$ cat config.mk
export PLATFORM = sky130hd
export DESIGN_NAME = spi_slave_responder
export DESIGN_NICKNAME = d
export VERILOG_FILES = /design/src/rtl/spi_slave_responder.sv
export SDC_FILE = /design/constraint.sdc
export NUM_CORES = 1
export LEC_CHECK = 0
export ABC_AREA = 1
export CORE_MARGIN = 5
export CORE_UTILIZATION = 35
export DETAILED_ROUTE_END_ITERATION = 7
export GPL_ROUTABILITY_DRIVEN = 0
export GPL_TIMING_DRIVEN = 0
export PLACE_DENSITY = 0.54
export SLEW_MARGIN = 20
export SYNTH_ARGS = -nofsm -noshare
export SYNTH_HDL_FRONTEND = slang
export SYNTH_SLANG_ARGS = --single-unit
$ cat constraint.sdc
create_clock -name clk_i -period 2.2 [get_ports clk_i]
set_input_delay 0.33 -clock clk_i [delete_from_list [all_inputs] [get_ports clk_i]]
set_output_delay 0.33 -clock clk_i [all_outputs]
set_load 0.01 [all_outputs]
$ cat src/rtl/spi_slave_responder.sv
// spi_slave_responder
// SPI slave endpoint. All SPI pins are oversampled in the clk_i domain
// (2-flop synchronisers plus one edge-detect register for SCK and SS).
// Bytes are received MSB first on rx_data_o. Bytes to send come from a
// one-entry transmit buffer, and IDLE_BYTE is sent when that buffer is empty.
//
// Optional feature macro: SPI_SLAVE_OVR_EN
//   undefined : rx_valid_o is a one-cycle strobe, no receive flow control.
//   defined   : rx_valid_o is held until rx_ready_i, a byte completing while
//               rx_valid_o is high sets a sticky rx_overrun_o, and ovr_clr_i
//               clears it (a coincident set wins).
//
// Ports
//   clk_i, rst_ni      system clock (>= 8x SCK), asynchronous active-low reset
//   cpol_i, cpha_i     SPI mode, static while ss_ni is high
//   sck_i, ss_ni       serial clock and active-low select (asynchronous)
//   mosi_i / miso_o    serial data in / out, miso_oe_o high while selected
//   tx_data_i/_valid_i transmit byte offered. It is accepted when tx_ready_o is high.
//   tx_ready_o         transmit buffer empty
//   tx_underrun_o      pulse: IDLE_BYTE was loaded because the buffer was empty
//   rx_data_o/_valid_o last completed received byte and its strobe
//   state_o            debug view of the FSM state (0 idle, 1 active)
//
// Handshake: a transmit byte transfers on any clk_i cycle where tx_valid_i and
// tx_ready_o are both high. With SPI_SLAVE_OVR_EN, a received byte is consumed
// on any cycle where rx_valid_o and rx_ready_i are both high.
module spi_slave_responder #(
  parameter logic [7:0] IDLE_BYTE = 8'hFF
) (
  input  logic       clk_i,
  input  logic       rst_ni,
  input  logic       cpol_i,
  input  logic       cpha_i,
  input  logic       sck_i,
  input  logic       ss_ni,
  input  logic       mosi_i,
  output logic       miso_o,
  output logic       miso_oe_o,
  input  logic [7:0] tx_data_i,
  input  logic       tx_valid_i,
  output logic       tx_ready_o,
  output logic       tx_underrun_o,
  output logic [7:0] rx_data_o,
  output logic       rx_valid_o,
`ifdef SPI_SLAVE_OVR_EN
  input  logic       rx_ready_i,
  output logic       rx_overrun_o,
  input  logic       ovr_clr_i,
`endif
  output logic       state_o
);

  typedef enum logic {ST_IDLE = 1'b0, ST_ACTIVE = 1'b1} state_e;

  state_e     state_q, state_d;
  logic       sck_s1_q, sck_s2_q, sck_s3_q;
  logic       ss_s1_q, ss_s2_q, ss_s3_q;
  logic       mosi_s1_q, mosi_s2_q;
  logic [2:0] bit_cnt_q, bit_cnt_d;
  logic [7:0] rx_shift_q, rx_shift_d;
  logic [7:0] rx_data_q, rx_data_d;
  logic       rx_valid_q, rx_valid_d;
  logic [7:0] tx_shift_q, tx_shift_d;
  logic [7:0] tx_buf_q, tx_buf_d;
  logic       tx_full_q, tx_full_d;
  logic       underrun_q, underrun_d;
  logic       miso_q;
`ifdef SPI_SLAVE_OVR_EN
  logic       overrun_q, overrun_d;
`endif

  // Edge detection compares the second and third synchroniser stages.
  // Each internal event therefore takes effect 3 clk_i cycles after the pin edge.
  logic sck_rise, sck_fall, ss_fall, ss_rise;
  logic lead_edge, trail_edge, active, enter, sample_evt, shift_evt, load;

  assign sck_rise   = sck_s2_q & ~sck_s3_q;
  assign sck_fall   = ~sck_s2_q & sck_s3_q;
  assign ss_fall    = ~ss_s2_q & ss_s3_q;
  assign ss_rise    = ss_s2_q & ~ss_s3_q;
  assign lead_edge  = cpol_i ? sck_fall : sck_rise;
  assign trail_edge = cpol_i ? sck_rise : sck_fall;
  assign active     = (state_q == ST_ACTIVE);
  assign enter      = (state_q == ST_IDLE) && ss_fall;
  // SCK edges are ignored while idle and in the cycle the frame ends.
  assign sample_evt = active && !ss_rise && (cpha_i ? trail_edge : lead_edge);
  assign shift_evt  = active && !ss_rise && (cpha_i ? lead_edge : trail_edge);
  // A shift edge seen with the counter at 0 starts a new byte. For CPHA=0 this
  // is the shift edge right after the 8th sample. For CPHA=1 it is the first
  // shift edge of each byte. CPHA=0 also loads at frame entry so that bit 7 is
  // already on miso before the first sample edge.
  assign load       = (enter && !cpha_i) || (shift_evt && bit_cnt_q == 3'd0);

  always_ff @(posedge clk_i or negedge rst_ni) begin
    if (!rst_ni) begin
      sck_s1_q  <= 1'b0; sck_s2_q  <= 1'b0; sck_s3_q <= 1'b0;
      ss_s1_q   <= 1'b0; ss_s2_q   <= 1'b0; ss_s3_q  <= 1'b0;
      mosi_s1_q <= 1'b0; mosi_s2_q <= 1'b0;
    end else begin
      sck_s1_q  <= sck_i;     sck_s2_q  <= sck_s1_q; sck_s3_q <= sck_s2_q;
      ss_s1_q   <= ss_ni;     ss_s2_q   <= ss_s1_q;  ss_s3_q  <= ss_s2_q;
      mosi_s1_q <= mosi_i;    mosi_s2_q <= mosi_s1_q;
    end
  end

  always_comb begin
    state_d = state_q;
    case (state_q)
      ST_IDLE:   if (ss_fall) state_d = ST_ACTIVE;
      ST_ACTIVE: if (ss_rise) state_d = ST_IDLE;
      default:   state_d = ST_IDLE;
    endcase
  end

  always_comb begin
    bit_cnt_d  = bit_cnt_q;
    rx_shift_d = rx_shift_q;
    rx_data_d  = rx_data_q;
`ifdef SPI_SLAVE_OVR_EN
    rx_valid_d = rx_valid_q & ~rx_ready_i;
    overrun_d  = ovr_clr_i ? 1'b0 : overrun_q;
`else
    rx_valid_d = 1'b0;
`endif
    tx_shift_d = tx_shift_q;
    tx_buf_d   = tx_buf_q;
    tx_full_d  = tx_full_q;
    underrun_d = 1'b0;

    // A partial byte is simply dropped, because the counter restarts on entry.
    if (enter || (active && ss_rise)) bit_cnt_d = 3'd0;

    if (sample_evt) begin
      rx_shift_d = {rx_shift_q[6:0], mosi_s2_q};
      bit_cnt_d  = bit_cnt_q + 3'd1;
      if (bit_cnt_q == 3'd7) begin
        rx_data_d  = {rx_shift_q[6:0], mosi_s2_q};
        rx_valid_d = 1'b1;
`ifdef SPI_SLAVE_OVR_EN
        if (rx_valid_q) overrun_d = 1'b1;
`endif
      end
    end

    if (load) begin
      tx_shift_d = tx_full_q ? tx_buf_q : IDLE_BYTE;
      underrun_d = ~tx_full_q;
      tx_full_d  = 1'b0;
    end else if (shift_evt) begin
      tx_shift_d = {tx_shift_q[6:0], 1'b0};
    end

    // Accepting in a load cycle with an empty buffer keeps the new byte for the
    // next load, because IDLE_BYTE was already chosen above.
    if (tx_valid_i && !tx_full_q) begin
      tx_buf_d  = tx_data_i;
      tx_full_d = 1'b1;
    end
  end

  always_ff @(posedge clk_i or negedge rst_ni) begin
    if (!rst_ni) begin
      state_q    <= ST_IDLE;
      bit_cnt_q  <= 3'd0;
      rx_shift_q <= 8'h00;
      rx_data_q  <= 8'h00;
      rx_valid_q <= 1'b0;
      tx_shift_q <= 8'h00;
      tx_buf_q   <= 8'h00;
      tx_full_q  <= 1'b0;
      underrun_q <= 1'b0;
      miso_q     <= 1'b0;
`ifdef SPI_SLAVE_OVR_EN
      overrun_q  <= 1'b0;
`endif
    end else begin
      state_q    <= state_d;
      bit_cnt_q  <= bit_cnt_d;
      rx_shift_q <= rx_shift_d;
      rx_data_q  <= rx_data_d;
      rx_valid_q <= rx_valid_d;
      tx_shift_q <= tx_shift_d;
      tx_buf_q   <= tx_buf_d;
      tx_full_q  <= tx_full_d;
      underrun_q <= underrun_d;
      miso_q     <= tx_shift_q[7];
`ifdef SPI_SLAVE_OVR_EN
      overrun_q  <= overrun_d;
`endif
    end
  end

  assign miso_o        = miso_q;
  assign miso_oe_o     = active;
  assign tx_ready_o    = ~tx_full_q;
  assign tx_underrun_o = underrun_q;
  assign rx_data_o     = rx_data_q;
  assign rx_valid_o    = rx_valid_q;
  assign state_o       = logic'(state_q);
`ifdef SPI_SLAVE_OVR_EN
  assign rx_overrun_o  = overrun_q;
`endif

endmodule
==> out/metrics.json <==
{
  "max_cap_violations": 0,
  "status": "finished, final reports clean",
  "placed_cell_area_mm2": 0.002464,
  "filler_cell_count": 613,
  "ys_ff_latch": 47,
  "fmax_mhz": 567.8,
  "arrival_ns": 1.43,
  "avgSynthCellArea_um2": 8.976,
  "min_path_cells": 0,
  "critical_path_data_required_time_ns": 1.87,
  "timing.final.setup_violations": 0,
  "synthDominantCellAreaShare_pct": 56.97,
  "layout.cells.most_common": "sky130_fd_sc_hd__nand2_1",
  "max-clock-path-buffers": 2,
  "worst_hold_path.endpoint": "ss_s2_q",
  "placeableCoreArea_mm2": 0.005816,
  "gr-total-overflow": 0,
  "report.final.slew_viol_count": 0,
  "max_slew_margin_pct": 68.41,
  "critPathCaptureType": "output port",
  "rr_worst_depth": 10,
  "worstReg2RegEnd": "tx_shift_q[6]",
  "fin_tns_setup_ns": 0,
  "chipHeight_um": 86.80,
  "route.antenna.remaining_nets": 0,
  "ios": 30,
  "synth_sequential_area_ratio_pct": 56.97,
  "final_net_count": 287,
  "setup.worst_path.start_class": "flip-flop",
  "clk_transition_reported_paths_ns": 0.09,
  "fin_worst_hold_slack_ns": 0.3549,
  "routedWlPerCell_um": 11.10,
  "number_of_antenna_violations_at_the_first_check_in_global_routing": 0,
  "numPortBuffers": 29,
  "timing.final.hold_violations": 0,
  "post_route_cells_drive_above_1_share_pct": 12.64,
  "fp.dieW_um": 86.80,
  "layout-area-overhead-vs-synth_pct": 24.85,
  "drtPass1Iterations": 4,
  "timing.hold.worst.class": "flip-flop to flip-flop",
  "maximum_number_of_pins_on_one_net_before_global_route_repair": 29,
  "multiInputGateArea_um2": 739.5,
  "start_util_pct": 35.50,
  "via_count": 1518,
  "routed_wirelength_um": 3818,
  "synth_warnings": 0,
  "drcViolationCount": 0,
  "detail_route.vias_per_cell": 4.413,
  "insertedDiodeCount": 0,
  "design_power_total_uw": 2629,
  "placed_cells": 335,
  "grt_pass1_wl_um": 6920,
  "synthTopCellsByArea": "sky130_fd_sc_hd__dfrtp_1 57%, sky130_fd_sc_hd__nand2_1 16%, sky130_fd_sc_hd__inv_1 5.6%",
  "cts_tree": "done",
  "postSynthNetCount": 249,
  "synthCells": 230,
  "clock_insertion_delay_worst_skew_ns": 0.30,
  "setup.worst_path.class": "flip-flop to output port",
  "fin_crit_ns": 1.761,
  "netlist_area_mm2": 0.002064,
  "synthDistinctLibCells": 21,
  "drt_iter0_drc": 90,
  "ff_to_ff_setup_slack_ns": 0.68,
  "clock_sink_count": 47,
  "cts_inserted_buffers": 5,
  "finish.cell_count_without_fillers": 344,
  "yosys.area.top_type": "sky130_fd_sc_hd__dfrtp_1",
  "vias_in_the_first_global_route": 1493,
  "htreeDepth": 2,
  "tightestPinTransition_ns": 0.4738,
  "power.ir.vdd_worst_uv": 452.4,
  "fin_crit_share_pct": 80.06,
  "hpwl_um": 2677,
  "floorplan.rows": 28,
  "power.density_mw_per_mm2": 1020,
  "cts_root_buffer": "sky130_fd_sc_hd__clkbuf_8",
  "dieArea_mm2": 0.007534,
  "cellLeakagePower_uw": 0.001330,
  "register_area_mm2": 0.001176,
  "finClkSkew_ns": 0.005047,
  "cts_post_setup_buffers_inserted": 0,
  "finalInstanceArea_mm2": 0.002577,
  "grt.total_usage_pct": 11.62,
  "rr_startpoint": "bit_cnt_q[0]",
  "worstPathMaxFanout": 7,
  "most-common-layout-cells": "88 x sky130_fd_sc_hd__nand2_1, 47 x sky130_fd_sc_hd__dfrtp_1, 31 x sky130_fd_sc_hd__inv_1, 28 x sky130_fd_sc_hd__clkdlybuf4s50_1, 19 x sky130_fd_sc_hd__nand3_1",
  "rsz0062_at_grt": "no",
  "min_from": "ss_s1_q"
}
## routing by layer
| metal | share of wire [%] | global-route usage [%] |
|---|---|---|
| met3 | 4.3 | 2.567 |
| met5 | 0 | 0 |
| met2 | 43 | 17.87 |
| met4 | 1.6 | 5.099 |
| met1 | 51 | 15.69 |
## worst max-delay path by stage
stage | start | to | slack (ns) | depth (start not counted)
final | tx_full_q | tx_ready_o | 0.44 | 2
after global placement | rst_ni | miso_o | -0.61 | 1
after floorplan | tx_full_q | tx_buf_q[1] | 0.93 | 4
after global routing | tx_full_q | tx_ready_o | 0.32 | 2
after CTS | tx_full_q | tx_ready_o | 0.41 | 2
after detailed placement | cpol_i | rx_data_o[4] | 0.31 | 8
## cell families after synthesis
kind of cell	count (synthesis)	synth area share, %
AO/OA/AOI/OAI	8	2.485
adder cells (fa/ha/maj)	3	1.818
buffers and inverters	37	7.212
flip-flops	47	56.97
multiplexers	5	2.727
AND/OR/NAND/NOR	130	28.79
## cells in the mapped netlist, drive strengths merged
cell type / number
mux2: 5
nand4: 1
nor2: 5
nand2: 90
nand3b: 7
buf: 4
dfrtp: 47
nand3: 22
ha: 3
inv: 33
o21ai: 3
a21oi: 5
or2: 5
## state kept, by name, summed over array words and instances, names as in the netlist
name	cells
tx_full_q	1
tx_buf_q	8
rx_data_o	8
sck_s2_q	1
ss_s3_q	1
rx_valid_o	1
miso_o	1
ss_s1_q	1
sck_s3_q	1
tx_shift_q	8
tx_underrun_o	1
rx_shift_q	7
miso_oe_o	1
bit_cnt_q	3
mosi_s1_q	1
mosi_s2_q	1
ss_s2_q	1
sck_s1_q	1
## repair_timing
item | CTS | global route
endpoints found under the hold margin | 19 | 0
endpoints found under the setup margin | 0 | 0
resized for setup | 0 | 0
hold buffers | 1 | 0
## worst max-delay path, cell delays in order, from the launching register on
cell and delay (ns):
sky130_fd_sc_hd__dfrtp_1 0.43, sky130_fd_sc_hd__inv_1 0.14, sky130_fd_sc_hd__clkdlybuf4s50_1 0.56
## area by class of cell
cell class,count,area share [%]
buffer,4,0.9709
clock buffer,7,3.738
clock inverter,1,0.2913
inverter,33,4.806
multi-input combinational,146,28.69
sequential,47,45.63
tap,75,3.641
timing repair buffer,31,12.23
## where the power goes
part	leakage (uW)	internal [uW]	switching [uW]	total (uW)
sequential	0.000578	1100	133	1240
combinational	0.000701	379	432	811
clock	0.0000505	286	295	582
total	0.00133	1770	860	2630
## stage by stage
step	utilization [%]	setup slack, ns
2_1_floorplan	-	0.9280
3_3_place_gp	42.10	-0.6095
3_5_place_dp	42.36	0.3135
4_1_cts	44.32	0.4097
5_1_grt	44.32	0.3209
6_report	44.32	0.4387
Power figures use the tool's default switching activity.
